**config.mk**
```make
export PLATFORM = sky130hd
export DESIGN_NAME = cnn_layer_accel_weight_sequencer
export DESIGN_NICKNAME = d
export VERILOG_FILES = /design/src/rtl/cnn_layer_accel_weight_seq_pkg.sv /design/src/rtl/cnn_layer_accel_gray_cnt2.sv /design/src/rtl/cnn_layer_accel_weight_sequencer.sv
export SDC_FILE = /design/constraint.sdc
export NUM_CORES = 1
export LEC_CHECK = 0
export BUFFER_PORTS_ARGS = -buffer_cell sky130_fd_sc_hd__buf_2
export CORE_UTILIZATION = 40
export CTS_CLUSTER_DIAMETER = 100
export DETAILED_ROUTE_END_ITERATION = 10
export PLACE_DENSITY_LB_ADDON = 0.05
export SETUP_SLACK_MARGIN = 0.05
export SYNTH_ARGS = -nofsm -noshare
export SYNTH_HDL_FRONTEND = slang
export SYNTH_HIERARCHICAL = 1
export SYNTH_SLANG_ARGS = --single-unit
export TNS_END_PERCENT = 10
```
**constraint.sdc**
```tcl
create_clock -name clk -period 8.22 [get_ports clk]
set_input_delay 0.822 -clock clk [delete_from_list [all_inputs] [get_ports clk]]
set_output_delay 0.822 -clock clk [all_outputs]
set_load 0.02 [all_outputs]
```
**src/rtl/cnn_layer_accel_weight_seq_pkg.sv**
```systemverilog
// Shared definitions for the CNN layer accelerator weight sequencer.
//   - FSM state encoding (IDLE / RUN / DONE)
//   - sequence length, counter and address widths
//   - 2-bit gray-code constants and the gray advance helper
package cnn_layer_accel_weight_seq_pkg;

  localparam int unsigned SEQ_LEN = 5;
  localparam int unsigned CNT_W   = 10;
  localparam int unsigned ADDR_W  = 3;

  typedef logic [CNT_W-1:0]  cnt_t;
  typedef logic [ADDR_W-1:0] addr_t;

  localparam addr_t ADDR_LAST = addr_t'(SEQ_LEN - 1);

  typedef enum logic [1:0] {
    ST_IDLE = 2'd0,
    ST_RUN  = 2'd1,
    ST_DONE = 2'd2
  } state_t;

  localparam logic [1:0] GRAY_00 = 2'b00;
  localparam logic [1:0] GRAY_01 = 2'b01;
  localparam logic [1:0] GRAY_11 = 2'b11;
  localparam logic [1:0] GRAY_10 = 2'b10;

  // Row phase order: 00 -> 01 -> 11 -> 10 -> 00.
  function automatic logic [1:0] gray_next(input logic [1:0] g);
    logic [1:0] n;
    n = GRAY_00;
    unique case (g)
      GRAY_00: n = GRAY_01;
      GRAY_01: n = GRAY_11;
      GRAY_11: n = GRAY_10;
      GRAY_10: n = GRAY_00;
      default: n = GRAY_00;
    endcase
    return n;
  endfunction

endpackage

```
**src/rtl/cnn_layer_accel_gray_cnt2.sv**
```systemverilog
// Two-bit gray-code row-phase counter.
// Ports:
//   clk        rising-edge clock
//   rst        synchronous active-high reset (returns to 00)
//   adv        advance one gray step this cycle
//   gray_code  current row phase
module cnn_layer_accel_gray_cnt2
  import cnn_layer_accel_weight_seq_pkg::*;
(
  input  logic       clk,
  input  logic       rst,
  input  logic       adv,
  output logic [1:0] gray_code
);

  logic [1:0] gray_q;
  logic [1:0] gray_d;

  always_comb begin
    gray_d = gray_q;
    if (adv) gray_d = gray_next(gray_q);
  end

  always_ff @(posedge clk) begin
    if (rst) gray_q <= GRAY_00;
    else     gray_q <= gray_d;
  end

  assign gray_code = gray_q;

endmodule

```
**src/rtl/cnn_layer_accel_weight_sequencer.sv**
```systemverilog
// Weight sequencer: walks the weight sequence table for one CNN layer job.
// For each of num_rows rows and num_cols columns it emits addresses 0..4,
// toggling sequence_selector on each column wrap and advancing the gray row
// phase after each row.
// Optional feature macro: CNN_LAYER_ACCEL_WHT_SEQ_STALL_EN adds the stall input.
// Ports:
//   clk, rst              clock, synchronous active-high reset
//   start                 job start pulse (sampled in IDLE only)
//   num_rows, num_cols    job dimensions, latched on accepted start
//   seq_valid             address triple valid (RUN)
//   gray_code             row phase to the table
//   sequence_selector     column parity select to the table
//   seq_data_addr         sequence index 0..4
//   busy                  state is not IDLE
//   done                  one-cycle job completion pulse
//   stall                 (macro only) freeze sequencing while in RUN
module cnn_layer_accel_weight_sequencer
  import cnn_layer_accel_weight_seq_pkg::*;
(
  input  logic             clk,
  input  logic             rst,
  input  logic             start,
  input  logic [CNT_W-1:0] num_rows,
  input  logic [CNT_W-1:0] num_cols,
  output logic             seq_valid,
  output logic [1:0]       gray_code,
  output logic             sequence_selector,
  output logic [2:0]       seq_data_addr,
  output logic             busy,
  output logic             done
`ifdef CNN_LAYER_ACCEL_WHT_SEQ_STALL_EN
  ,
  input  logic             stall
`endif
);

  state_t state_q, state_d;
  cnt_t   rows_q, rows_d;
  cnt_t   cols_q, cols_d;
  cnt_t   row_cnt_q, row_cnt_d;
  cnt_t   col_cnt_q, col_cnt_d;
  addr_t  addr_q, addr_d;
  logic   sel_q, sel_d;
  logic   gray_adv;
  logic   gray_clr;
  logic   stall_w;

`ifdef CNN_LAYER_ACCEL_WHT_SEQ_STALL_EN
  assign stall_w = stall;
`else
  assign stall_w = 1'b0;
`endif

  // State register
  always_ff @(posedge clk) begin
    if (rst) state_q <= ST_IDLE;
    else     state_q <= state_d;
  end

  // Next-state and datapath next values
  always_comb begin
    state_d   = state_q;
    rows_d    = rows_q;
    cols_d    = cols_q;
    row_cnt_d = row_cnt_q;
    col_cnt_d = col_cnt_q;
    addr_d    = addr_q;
    sel_d     = sel_q;
    gray_adv  = 1'b0;
    gray_clr  = 1'b0;
    unique case (state_q)
      ST_IDLE: begin
        if (start) begin
          rows_d = num_rows;
          cols_d = num_cols;
          if ((num_rows != '0) && (num_cols != '0)) begin
            state_d   = ST_RUN;
            row_cnt_d = '0;
            col_cnt_d = '0;
            addr_d    = '0;
            sel_d     = 1'b1;
            gray_clr  = 1'b1;
          end else begin
            state_d = ST_DONE;
          end
        end
      end
      ST_RUN: begin
        if (!stall_w) begin
          if (addr_q == ADDR_LAST) begin
            if (col_cnt_q == (cols_q - cnt_t'(1))) begin
              // Final triple of the job leaves the outputs on their last values.
              if (row_cnt_q == (rows_q - cnt_t'(1))) begin
                state_d = ST_DONE;
              end else begin
                row_cnt_d = row_cnt_q + cnt_t'(1);
                col_cnt_d = '0;
                addr_d    = '0;
                sel_d     = 1'b1;
                gray_adv  = 1'b1;
              end
            end else begin
              col_cnt_d = col_cnt_q + cnt_t'(1);
              addr_d    = '0;
              sel_d     = ~sel_q;
            end
          end else begin
            addr_d = addr_q + addr_t'(1);
          end
        end
      end
      ST_DONE: state_d = ST_IDLE;
      default: state_d = ST_IDLE;
    endcase
  end

  // Datapath registers
  always_ff @(posedge clk) begin
    if (rst) begin
      rows_q    <= '0;
      cols_q    <= '0;
      row_cnt_q <= '0;
      col_cnt_q <= '0;
      addr_q    <= '0;
      sel_q     <= 1'b1;
    end else begin
      rows_q    <= rows_d;
      cols_q    <= cols_d;
      row_cnt_q <= row_cnt_d;
      col_cnt_q <= col_cnt_d;
      addr_q    <= addr_d;
      sel_q     <= sel_d;
    end
  end

  // A new job always begins on phase 00, so the counter is cleared on entry to RUN.
  cnn_layer_accel_gray_cnt2 u_gray (
    .clk       (clk),
    .rst       (rst | gray_clr),
    .adv       (gray_adv),
    .gray_code (gray_code)
  );

  // Outputs
  always_comb begin
    seq_valid = (state_q == ST_RUN);
    busy      = (state_q != ST_IDLE);
    done      = (state_q == ST_DONE);
  end

  assign sequence_selector = sel_q;
  assign seq_data_addr     = addr_q;

endmodule

```
==> flow_summary.json <==
{
  "outcome": "finished, final reports clean",
  "cts_root_buf": "clkbuf_8",
  "via_count": 2653,
  "crit_type": "reg -> reg",
  "synth.distinct_cells": 55,
  "post-dp-hpwl_um": 5120,
  "grt_pass1_wl_um": 11700,
  "worstPathRequired_ns": 8.42,
  "die_area_sq_um": 7600,
  "yosysMostFrequentCell": "nand2_1",
  "htree_levels": 2,
  "nets": 424,
  "relSlewSlack": 0.417,
  "avgSynthCellArea_sq_um": 7.80,
  "antenna_found_initial": 0,
  "path_clk_slew_ns": 0.09,
  "power.density_nw_per_um2": 161,
  "track_usage": 0.198,
  "end_kind": "flop",
  "initial_core_util": 0.420,
  "diodes": 0,
  "maxCapViolations": 0,
  "cts.repair.resized": 0,
  "ir_worst_vdd_mv": 0.0707,
  "rows": 30,
  "clk_path_buf_depth": 2,
  "drt-initial-drc-count": 113,
  "syn_area_sq_um": 2900,
  "rsz0062_at_grt": "false",
  "drv_slew": 0,
  "fin_crit_ns": 3.44,
  "max_freq_mhz": 291,
  "setup_slack_ns": 4.78,
  "post_cts_buffers": 0,
  "wl_per_cell_um": 14.2,
  "finClkSkew_ns": 0.00195,
  "cts_hold_buf": 0,
  "seq_area_frac_synth": 0.331,
  "async_flop_share": 0,
  "die_w_um": 87.2,
  "tns_ns": 0,
  "worstHoldPathType": "reg -> reg",
  "fin_hold_ws_ns": 0.471,
  "grt_pass1_vias": 2332,
  "multiInputGateArea_sq_um": 1820,
  "drive_above_1_share": 0.124,
  "cts_buffers": 5,
  "clk_latency_ns": 0.30,
  "setup_viol": 0,
  "ys_warn_count": 6,
  "synth_flop_cell": "dfxtp_1",
  "remaining_drc_errors": 0,
  "wirelength_um": 6980,
  "vias_per_cell": 5.39,
  "n_fill_cell": 756,
  "gp_congestion": 0.824,
  "grt_max_degree": 36,
  "regArea_sq_um": 961,
  "syn_nets": 401,
  "hold_violations": 0,
  "ant_nets": 0,
  "area_delta_synth_final_pct": 10.8,
  "cp-start-kind": "flop",
  "worstPathMaxFanout": 14,
  "worst_pin_slew_ns": 0.869,
  "cts_tree": "built",
  "drtPass1Iterations": 4,
  "yosys.area.top_type": "dfxtp_1",
  "placement.io_buffers": 31,
  "fp.dieH_um": 87.2,
  "synth_edf_count": 0,
  "total_leakage_power_nw": 1.14,
  "synth_seq_cells": 48,
  "fin_crit_sh": 0.418,
  "cp_data_arrival_time_ns": 3.63,
  "cts.sinks": 48,
  "dp_slack_ns": 4.81,
  "yosys-top-cells-count": "nand2_1 (62), dfxtp_1 (48), a21oi_1 (38)",
  "gr-total-overflow": 0,
  "io_pins": 32,
  "coreArea_sq_um": 6910,
  "synth_top_area_frac": 0.331,
  "ys_top_cells_by_area": "dfxtp_1 (33%), nand2_1 (8.0%), a21oi_1 (6.6%), xnor2_1 (5.1%), or3_1 (3.2%)",
  "syn_inst": 372
}
[per-layer routing]
layer	vias up	global-route usage	share of wire
li1	1397	-	-
met1	1204	0.295	0.54
met4	0	0.0447	0.0085
met3	5	0.0351	0.037
met5	-	0	0
met2	47	0.294	0.41
[cell usage in the layout (no fill, tap or decap), types with 2 or more instances in the layout]
| master | count |
|---|---|
| and2_1 | 2 |
| nor2_1 | 15 |
| or3_1 | 15 |
| dfxtp_1 | 48 |
| or2_2 | 2 |
| nand4_1 | 10 |
| o21bai_1 | 2 |
| nor2b_1 | 3 |
| ha_1 | 6 |
| nand2_1 | 62 |
| clkbuf_8 | 5 |
| mux2i_1 | 6 |
| nor4b_1 | 2 |
| nor4_1 | 8 |
| nor3_1 | 9 |
| a211oi_1 | 2 |
| a21oi_1 | 38 |
| nand3_1 | 16 |
| buf_2 | 31 |
| nand2b_1 | 4 |
| a22o_1 | 2 |
| nor3b_1 | 4 |
| o21ai_1 | 2 |
| nor3_2 | 2 |
| nand3b_1 | 3 |
| o2111ai_1 | 3 |
| o31ai_1 | 9 |
| inv_1 | 11 |
| o21ai_0 | 13 |
| xor2_1 | 8 |
| xnor2_1 | 17 |
| o211a_1 | 2 |
| a31oi_1 | 2 |
| or4_1 | 9 |
[state kept, by name, summed over array words and instances (netlist names)]
signal             cells
sequence_selector      1
cols_q                10
state_q                2
col_cnt_q             10
u_gray/gray_code       2
rows_q                10
row_cnt_q             10
seq_data_addr          3
[final timing paths]
check                                 from                end  slack (ns)  cells after the start
worst max-delay path             rows_q[2]  sequence_selector        4.78                      7
worst min-delay path            state_q[1]         state_q[1]        0.47                      1
worst max register to register   rows_q[2]  sequence_selector        4.78                      7
worst min register to register  state_q[1]         state_q[1]        0.47                      1
[final cells by class]
| class | count | share of cell area |
|---|---|---|
| multi-input combinational | 296 | 0.566 |
| sequential | 48 | 0.299 |
| timing repair buffer | 32 | 0.0506 |
| tap | 96 | 0.0374 |
| clock buffer | 6 | 0.0226 |
| inverter | 12 | 0.0140 |
| clock inverter | 2 | 0.0109 |
[metrics by stage]
stage | util | std cells | area, sq um | power (W)
after detailed placement | 0.450 | 484 | 3110 | 0.000349
after floorplan | - | 372 | 2900 | 0.000324
final | 0.466 | 492 | 3220 | 0.000516
after global routing | 0.466 | 492 | 3220 | 0.000543
after CTS | 0.466 | 492 | 3220 | 0.000522
after global placement | 0.450 | 484 | 3110 | 0.000348
[worst max-delay path, stage by stage, from the launching register on]
cell and delay, ns:
dfxtp_1 0.37, nor3_2 0.45, a21oi_1 0.12, nor4b_1 0.44, nand4_1 0.31, o21ai_1 0.77
o21bai_1 0.41, or3b_1 0.45
[logic make-up (layout without fill, tap and decap cells)]
family          after synthesis  after routing  share of synthesized area
xor+xnor                     25             25                     0.0755
compound gates               83             83                      0.176
simple gates                176            176                      0.329
fa+ha+maj                     6              6                     0.0259
flops                        48             48                      0.331
mux                           6              6                     0.0207
buf+inv                      28             52                     0.0418
[power by group]
part           internal (W)  switching [W]  leakage (nW)
clock             0.0000905      0.0000832        0.0552
sequential         0.000240      0.0000102         0.391
combinational     0.0000367      0.0000555         0.693
total              0.000368       0.000149          1.14
(Power assumes the default switching activity.)
